**src/rtl/mod_n_time_counter_if.sv**
```systemverilog
// mod_n_time_counter_if: control, load, alarm and status bundle of one time-field counter
// master drives i_* (tick, enables, load bus, alarm setup); slave is the counter, driving o_*
interface mod_n_time_counter_if #(parameter int WIDTH = 6, parameter int ADDR_W = 2);
  logic              i_tick_in;
  logic              i_count_en;
  logic              i_up_down;
  logic              i_load;
  logic [ADDR_W-1:0] i_addrs;
  logic [WIDTH-1:0]  i_data_in;
  logic [WIDTH-1:0]  i_alarm_val;
  logic              i_alarm_en;
  logic              i_alarm_clr;
  logic [WIDTH-1:0]  o_q;
  logic              o_carry_out;
  logic [3:0]        o_q_tens;
  logic [3:0]        o_q_units;
  logic              o_load_err;
  logic              o_alarm_flag;
  modport master (
    output i_tick_in, i_count_en, i_up_down, i_load, i_addrs, i_data_in, i_alarm_val, i_alarm_en, i_alarm_clr,
    input  o_q, o_carry_out, o_q_tens, o_q_units, o_load_err, o_alarm_flag
  );
  modport slave (
    input  i_tick_in, i_count_en, i_up_down, i_load, i_addrs, i_data_in, i_alarm_val, i_alarm_en, i_alarm_clr,
    output o_q, o_carry_out, o_q_tens, o_q_units, o_load_err, o_alarm_flag
  );
endinterface

```
**src/rtl/mod_n_time_counter.sv**
```systemverilog
// mod_n_time_counter: chainable modulo-N up/down time-field counter with addressed load, alarm and BCD output
// clk, reset (sync, active-high); bus: slave side of mod_n_time_counter_if
//   o_q count, o_carry_out combinational wrap (feeds next stage i_tick_in), o_q_tens/o_q_units BCD of o_q
//   one cycle late, o_load_err one-cycle rejected-load pulse, o_alarm_flag sticky alarm match
module mod_n_time_counter #(
  parameter int WIDTH     = 6,
  parameter int MODULUS   = 60,
  parameter int MIN_VALUE = 0,
  parameter int ADDR_W    = 2,
  parameter int MY_ADDR   = 1
) (
  input logic clk,
  input logic reset,
  mod_n_time_counter_if.slave bus
);
  localparam logic [WIDTH-1:0] MINV = WIDTH'(MIN_VALUE);
  localparam logic [WIDTH-1:0] MAXV = WIDTH'(MIN_VALUE + MODULUS - 1);
  localparam logic [WIDTH-1:0] SPAN = WIDTH'(MODULUS - 1);
  logic [WIDTH-1:0] r_q;
  logic [3:0]       r_q_tens;
  logic [3:0]       r_q_units;
  logic             r_load_err;
  logic             r_alarm_flag;
  logic             w_hit;
  logic             w_tick;
  logic             w_data_ok;
  logic             w_q_ok;
  logic             w_set;
  logic [WIDTH-1:0] w_up_next;
  logic [WIDTH-1:0] w_dn_next;
  logic [WIDTH-1:0] w_q_next;
  // offset-from-minimum compare: values below MINV wrap to large numbers and fall out of range
  assign w_data_ok = (bus.i_data_in - MINV) <= SPAN;
  assign w_q_ok    = (r_q - MINV) <= SPAN;
  assign w_hit     = bus.i_load & (bus.i_addrs == ADDR_W'(MY_ADDR));
  assign w_tick    = bus.i_tick_in & bus.i_count_en & ~w_hit;
  assign w_up_next = (!w_q_ok || r_q == MAXV) ? MINV : r_q + 1'b1;
  assign w_dn_next = (!w_q_ok || r_q == MINV) ? MAXV : r_q - 1'b1;
  assign w_q_next  = w_hit ? (w_data_ok ? bus.i_data_in : r_q) :
                     w_tick ? (bus.i_up_down ? w_up_next : w_dn_next) : r_q;
  assign w_set     = bus.i_alarm_en & (w_q_next == bus.i_alarm_val) & (w_q_next != r_q);
  // an out-of-range q wraps without a carry; reset masks the carry so a chain never advances under reset
  assign bus.o_carry_out = ~reset & w_tick & w_q_ok & (bus.i_up_down ? r_q == MAXV : r_q == MINV);
  always_ff @(posedge clk) begin
    if (reset) begin
      r_q          <= MINV;
      r_q_tens     <= 4'(MIN_VALUE / 10);
      r_q_units    <= 4'(MIN_VALUE % 10);
      r_load_err   <= 1'b0;
      r_alarm_flag <= 1'b0;
    end else begin
      r_q          <= w_q_next;
      r_q_tens     <= 4'(r_q / WIDTH'(10));
      r_q_units    <= 4'(r_q % WIDTH'(10));
      r_load_err   <= w_hit & ~w_data_ok;
      r_alarm_flag <= w_set | (r_alarm_flag & ~bus.i_alarm_clr);
    end
  end
  assign bus.o_q          = r_q;
  assign bus.o_q_tens     = r_q_tens;
  assign bus.o_q_units    = r_q_units;
  assign bus.o_load_err   = r_load_err;
  assign bus.o_alarm_flag = r_alarm_flag;
endmodule

```
**src/flat_wrapper.sv**
```systemverilog
// flat-port wrapper written by rule: the top's interface ports become plain ports
module mod_n_time_counter_flat 
#(
  parameter int WIDTH     = 6,
  parameter int MODULUS   = 60,
  parameter int MIN_VALUE = 0,
  parameter int ADDR_W    = 2,
  parameter int MY_ADDR   = 1
)
  (clk, reset, bus_i_tick_in, bus_i_count_en, bus_i_up_down, bus_i_load, bus_i_addrs, bus_i_data_in, bus_i_alarm_val, bus_i_alarm_en, bus_i_alarm_clr, bus_o_q, bus_o_carry_out, bus_o_q_tens, bus_o_q_units, bus_o_load_err, bus_o_alarm_flag);
  mod_n_time_counter_if #(.WIDTH(WIDTH), .ADDR_W(ADDR_W)) bus_i ();
  input logic clk;
  input logic reset;
  input wire logic [$bits(bus_i.i_tick_in)-1:0] bus_i_tick_in;
  input wire logic [$bits(bus_i.i_count_en)-1:0] bus_i_count_en;
  input wire logic [$bits(bus_i.i_up_down)-1:0] bus_i_up_down;
  input wire logic [$bits(bus_i.i_load)-1:0] bus_i_load;
  input wire logic [$bits(bus_i.i_addrs)-1:0] bus_i_addrs;
  input wire logic [$bits(bus_i.i_data_in)-1:0] bus_i_data_in;
  input wire logic [$bits(bus_i.i_alarm_val)-1:0] bus_i_alarm_val;
  input wire logic [$bits(bus_i.i_alarm_en)-1:0] bus_i_alarm_en;
  input wire logic [$bits(bus_i.i_alarm_clr)-1:0] bus_i_alarm_clr;
  output wire logic [$bits(bus_i.o_q)-1:0] bus_o_q;
  output wire logic [$bits(bus_i.o_carry_out)-1:0] bus_o_carry_out;
  output wire logic [$bits(bus_i.o_q_tens)-1:0] bus_o_q_tens;
  output wire logic [$bits(bus_i.o_q_units)-1:0] bus_o_q_units;
  output wire logic [$bits(bus_i.o_load_err)-1:0] bus_o_load_err;
  output wire logic [$bits(bus_i.o_alarm_flag)-1:0] bus_o_alarm_flag;
  assign bus_i.i_tick_in = bus_i_tick_in;
  assign bus_i.i_count_en = bus_i_count_en;
  assign bus_i.i_up_down = bus_i_up_down;
  assign bus_i.i_load = bus_i_load;
  assign bus_i.i_addrs = bus_i_addrs;
  assign bus_i.i_data_in = bus_i_data_in;
  assign bus_i.i_alarm_val = bus_i_alarm_val;
  assign bus_i.i_alarm_en = bus_i_alarm_en;
  assign bus_i.i_alarm_clr = bus_i_alarm_clr;
  assign bus_o_q = bus_i.o_q;
  assign bus_o_carry_out = bus_i.o_carry_out;
  assign bus_o_q_tens = bus_i.o_q_tens;
  assign bus_o_q_units = bus_i.o_q_units;
  assign bus_o_load_err = bus_i.o_load_err;
  assign bus_o_alarm_flag = bus_i.o_alarm_flag;
  mod_n_time_counter #(.WIDTH(WIDTH), .MODULUS(MODULUS), .MIN_VALUE(MIN_VALUE), .ADDR_W(ADDR_W), .MY_ADDR(MY_ADDR)) u_core (.clk(clk), .reset(reset), .bus(bus_i));
endmodule
```
**config.mk**
```make
export PLATFORM = sky130hd
export DESIGN_NAME = mod_n_time_counter_flat
export DESIGN_NICKNAME = d
export VERILOG_FILES = /design/src/rtl/mod_n_time_counter_if.sv /design/src/rtl/mod_n_time_counter.sv /design/src/flat_wrapper.sv
export SDC_FILE = /design/constraint.sdc
export NUM_CORES = 1
export LEC_CHECK = 0
export BUFFER_PORTS_ARGS = -buffer_cell sky130_fd_sc_hd__buf_2
export CAP_MARGIN = 15
export CORE_ASPECT_RATIO = 0.7
export CORE_MARGIN = 3
export CORE_UTILIZATION = 35
export DETAILED_ROUTE_END_ITERATION = 12
export PLACE_DENSITY = 0.67
export SETUP_SLACK_MARGIN = 0.1
export SYNTH_ARGS = -nofsm -noshare
export SYNTH_HDL_FRONTEND = slang
export SYNTH_SLANG_ARGS = --single-unit
```
**constraint.sdc**
```tcl
create_clock -name clk -period 7.5 [get_ports clk]
set_input_delay 0.375 -clock clk [delete_from_list [all_inputs] [get_ports clk]]
set_output_delay 0.375 -clock clk [all_outputs]
set_load 0.02 [all_outputs]
```
-- Word level (Yosys, flattened, before mapping)
Index checks and enable logic that the tools add are counted.
- flip-flop bits (word level): 16
- input port bits: 22
- add/sub/neg operators: 2
- divide/modulo/power cells: 2
- magnitude comparators: 2
- equality and inequality tests: 4
- multiplexer cells: 7
- bitwise operators: 15
- reductions and logical operators: 4
- operator list (cell ; count):
    6-bit two-way mux ; 6
    6-bit <= comparator, second input constant ; 2
    1-bit AND ; 10
    6-bit by 1-bit adder with 6-bit output, second input constant ; 1
    6-bit by 4-bit divider with 6-bit output, second input constant ; 1
    6-bit equality test ; 1
    6-bit equality test, second input constant ; 1
    6-bit logical NOT ; 1
    6-bit by 4-bit remainder unit with 6-bit output, second input constant ; 1
    6-bit != test ; 1
    6-bit by 1-bit subtractor with 6-bit output, second input constant ; 1
    1-bit NOT ; 4
    2-bit by 1-bit equality test with 1-bit output, second input constant ; 1
    1-bit logical OR ; 2
    1-bit logical NOT ; 1
    1-bit two-way mux ; 1
    1-bit bitwise OR ; 1

-- Depth between registers and ports, before layout
- depth in word-level cells: 11
- mapped depth: 9

-- Least setup slack after synthesis
Ideal clock, no wire load.
- path kind: register -> register
- start: register u_core.r_q[1] (netlist: u_core.bus.o_q[1])
- end: register u_core.r_alarm_flag (netlist: u_core.bus.o_alarm_flag)
- setup time: 0.116 ns
- arrival time: 2.845 ns
- required time: 7.384 ns
- slack: 4.539 ns
- stages on the path, launching flop included: 10
- buffers on the path: 0
- cells stage by stage: dfxtp_1 inv_1 ha_1 nor3b_2 a22o_1 a22o_1 o21a_1 or4b_1 or4_1 o211a_1
- word-level cells in the longest chain between the ends: 11
- ends and longest elaborated chain (what ; RTL line ; text):
    start: declaration ; mod_n_time_counter.sv:19 ; logic [WIDTH-1:0] r_q;
    start signal: assignment ; mod_n_time_counter.sv:52 ; r_q <= w_q_next;
    6-bit <= comparator ; mod_n_time_counter.sv:34 ; assign w_q_ok = (r_q - MINV) <= SPAN;
    1-bit logical NOT ; mod_n_time_counter.sv:37, mod_n_time_counter.sv:38 ;
    1-bit logical OR (on tied branches) ; mod_n_time_counter.sv:38, mod_n_time_counter.sv:37 ;
    6-bit two-way mux (on tied branches) ; mod_n_time_counter.sv:38, mod_n_time_counter.sv:37 ;
    6-bit two-way mux (2 in series) ; mod_n_time_counter.sv:40 ; w_tick ? (bus.i_up_down ? w_up_next : w_dn_next) : r_q;
    6-bit two-way mux ; mod_n_time_counter.sv:39 ; assign w_q_next = w_hit ? (w_data_ok ? bus.i_data_in : r_q) :
    6-bit equality test ; mod_n_time_counter.sv:41 ; assign w_set = bus.i_alarm_en & (w_q_next == bus.i_alarm_val) & (w_q_next != r_q);
    1-bit AND ; mod_n_time_counter.sv:41 ;
    1-bit AND (*) ; mod_n_time_counter.sv:41 ;
    1-bit bitwise OR (*) ; mod_n_time_counter.sv:56 ; r_alarm_flag <= w_set | (r_alarm_flag & ~bus.i_alarm_clr);
    end signal: assignment ; mod_n_time_counter.sv:56 ;
    end: declaration ; mod_n_time_counter.sv:23 ; logic r_alarm_flag;
Mark *: on every way between the ends. The rest lies on a longest branch, timed or not.
A chain may end at the register's enable or synchronous reset.

-- Worst setup path in the final report
Ends and elaborated chain as after synthesis.

==> summary.txt <==
Power
  • Pwr Density: 170.0 nW/um^2
  • P_leak: 0.6388 nW
  • VDD IR max: 0.05803 mV

Routing
  • Met3 routed WL: 417 um
  • Met2 wire length: 1.401 mm
  • Vias after detailed routing: 1405
  • Wirelength, routed: 3.615 mm
  • Avg WL per Cell: 14.46 um
  • Drc violations: 0
  • Iter 0 DRT Violations: 125
  • Top Metal Used: met4
  • DRT antenna net count: 0
  • Total iterations of the first detailed-routing run: 5
  • Met1 WL: 1.760 mm
  • Vias per cell: 5.620

Floorplan
  • IO Count: 39
  • Die Y: 57.21 um
  • Die area: 4528 um^2
  • Site Rows: 17
  • Die Wd: 79.16 um
  • Area of the core: 3361 um^2
  • Starting Density: 39.02%

Synthesis
  • EDFF count, synth: 0
  • Post-synth ARST share: 0%
  • Prevailing post-synth register cell: dfxtp_1
  • Mapped Avg Cell Area: 7.624 um^2
  • Synthesized cell area: 1311 um^2
  • Top cells by area, synth: dfxtp_1 (23%), xnor2_1 (6.7%), nor2_1 (6.6%)
  • Yosys Warn Count: 0
  • Leading area contributor after synthesis: dfxtp_1
  • #FFs+latches synth: 15
  • Cell count after synthesis: 172
  • Synth top area share: 22.90%
  • Post-synth net total: 199
  • Synth unique cells: 50
  • Sequential share of the synthesized area: 22.90%
  • Top-count cell post-synth: nor2_1
  • Most frequent cells after synthesis: nor2_1 (23), dfxtp_1 (15), o21ai_0 (11)

CTS
  • Clock buffer depth: 2
  • Post-CTS Resized: 0
  • Clk_lat worst skew: 0.25 ns
  • Number of buffers created by CTS: 3
  • CTS tree: done
  • Hold Buf Count CTS: 0
  • Post-CTS Setup Bufs: 0
  • H-tree Lvls: 1
  • Clk pin slew, worst setup/hold paths: 0.06 ns
  • Root buf cell: clkbuf_8
  • Clock sinks: 15

Setup path
  • Critical Path Fanout Max: 9
  • Crit. End Element: flip-flop
  • Required time worst endpoint: 7.65 ns
  • Worst path arrival time: 3.16 ns
  • Crit Path Category: flip-flop to flip-flop
  • Critical path startpoint category: flip-flop

Run status
  • Status: finished clean

STA
  • Setup repair after global routing missed its margin: false
  • Worst-Margin Slew: 0.6476 ns
  • Endpoints failing setup: 0
  • Hold Fails Final Rpt: 0
  • Fin. max-slew vios: 0
  • Highest clock rate: 331.5 MHz
  • Period utilization: 40.22%
  • Worst hold slack: 0.4757 ns
  • Crit path time final: 3.016 ns
  • Relative slew margins: 56.76%
  • Final WS setup: 4.484 ns
  • TNS Setup: 0 ns
  • Clk_skew: 0.003094 ns

Finish
  • Diode count: 0
  • Register area: 300.3 um^2
  • Area occupied by multi-input gates: 918.4 um^2
  • # fillers: 369
  • Share of layout cells above drive strength 1: 22.17%
  • Fin nets: 231
  • Synthesis-to-finish area growth: 17.37%
  • Post-route cell area: 1539 um^2

Placed design
  • Pre-CTS setup slack: 4.493 ns
  • Area after DPL: 1493 um^2
  • Dpl hpwl: 2.790 mm
  • Routability cong.: 0.9413
  • Number of I/O port buffers: 37

GRT
  • Tot GR Track Use: 16.68%
  • Initial antenna violation count: 0
  • Largest net degree at the start of global routing: 18
  • GRT overflow: 0
  • First-pass GRT wire length: 6.051 mm
  • Vias in the first global route: 1248

Flow run
  • Max-cap violations: 0

Min path
  • Hold Path Class: primary input to flip-flop
cell families (layout without fill, tap and decap cells):
group | after synthesis | in the layout | share of synthesized area (%)
fa+ha+maj | 6 | 6 | 5.534
buf+inv | 18 | 49 | 7.060
simple gates | 68 | 68 | 28.05
flops | 15 | 15 | 22.90
mux | 4 | 4 | 3.054
xor+xnor | 10 | 10 | 6.679
compound gates | 50 | 50 | 26.43
other cells | 1 | 1 | 0.2860
layer usage:
| layer | GRT usage [%] | vias up |
|---|---|---|
| met4 | 3.676 | 0 |
| met2 | 22.78 | 78 |
| li1 | - | 701 |
| met3 | 3.628 | 4 |
| met1 | 26.22 | 622 |
| met5 | 0 | - |
final timing paths:
path	cells past startpoint	from	slack (ns)	end
worst min-delay path	3	bus_i_data_in[2]	0.48	u_core.bus.o_load_err
worst max-delay path	9	u_core.bus.o_q[1]	4.48	u_core.bus.o_alarm_flag
worst min register to register	2	u_core.bus.o_q[0]	0.68	u_core.bus.o_q_units[0]
worst max register to register	9	u_core.bus.o_q[1]	4.48	u_core.bus.o_alarm_flag
power breakdown:
group / total (W) / internal (W) / switching (W)
Combinational: 0.0000971 / 0.0000407 / 0.0000564
Sequential: 0.0000970 / 0.0000862 / 0.0000107
Clock: 0.0000676 / 0.0000369 / 0.0000307
Total: 0.000262 / 0.000164 / 0.0000978
placed cells by master, fill, tap and decap left out, types with 2 or more instances in the layout:
master	n
mux2i_1	4
nand2_1	10
o31ai_1	3
nand3_1	3
o21a_1	2
buf_2	37
a311oi_1	3
dfxtp_1	15
a221oi_1	2
a21oi_1	5
nor2b_1	3
and2_1	2
o22ai_1	2
nor4_1	5
a22o_1	2
or4_1	2
inv_1	8
nor3_1	4
o21ai_0	11
clkbuf_8	3
and3_1	2
a211oi_1	7
nand4_1	2
nor3b_1	2
ha_1	5
a21o_1	2
a31oi_1	3
xnor2_1	10
nor3_2	2
nor2_1	23
layout make-up:
| cell class | instances | area share [%] |
|---|---|---|
| Sequential cell | 15 | 19.51 |
| Tap cell | 47 | 3.821 |
| Multi-Input combinational cell | 139 | 59.67 |
| Clock buffer | 3 | 2.683 |
| Timing Repair Buffer | 37 | 12.03 |
| Clock inverter | 1 | 0.3252 |
| Inverter | 8 | 1.951 |
stage by stage:
stage                     instances  total power (W)  util (%)
after floorplan                 172        0.0001691         -
after global placement          246        0.0001944     44.42
after detailed placement        246        0.0001940     44.42
after CTS                       250        0.0002622     45.79
after global routing            250        0.0002815     45.79
final                           250        0.0002616     45.79
sequential cells by signal (all words and copies together) (netlist names):
register / count
u_core.bus.o_q_units: 4
u_core.bus.o_q_tens: 3
u_core.bus.o_alarm_flag: 1
u_core.bus.o_q: 6
u_core.bus.o_load_err: 1
critical path, stage by stage (launching register included):
cell	delay, ns
dfxtp_1	0.49
inv_1	0.16
ha_1	0.20
nor3b_2	0.18
a22o_1	0.30
a22o_1	0.27
o21a_1	0.18
or4b_1	0.50
or4_1	0.51
o211a_1	0.12
(Power assumes the default switching activity.)
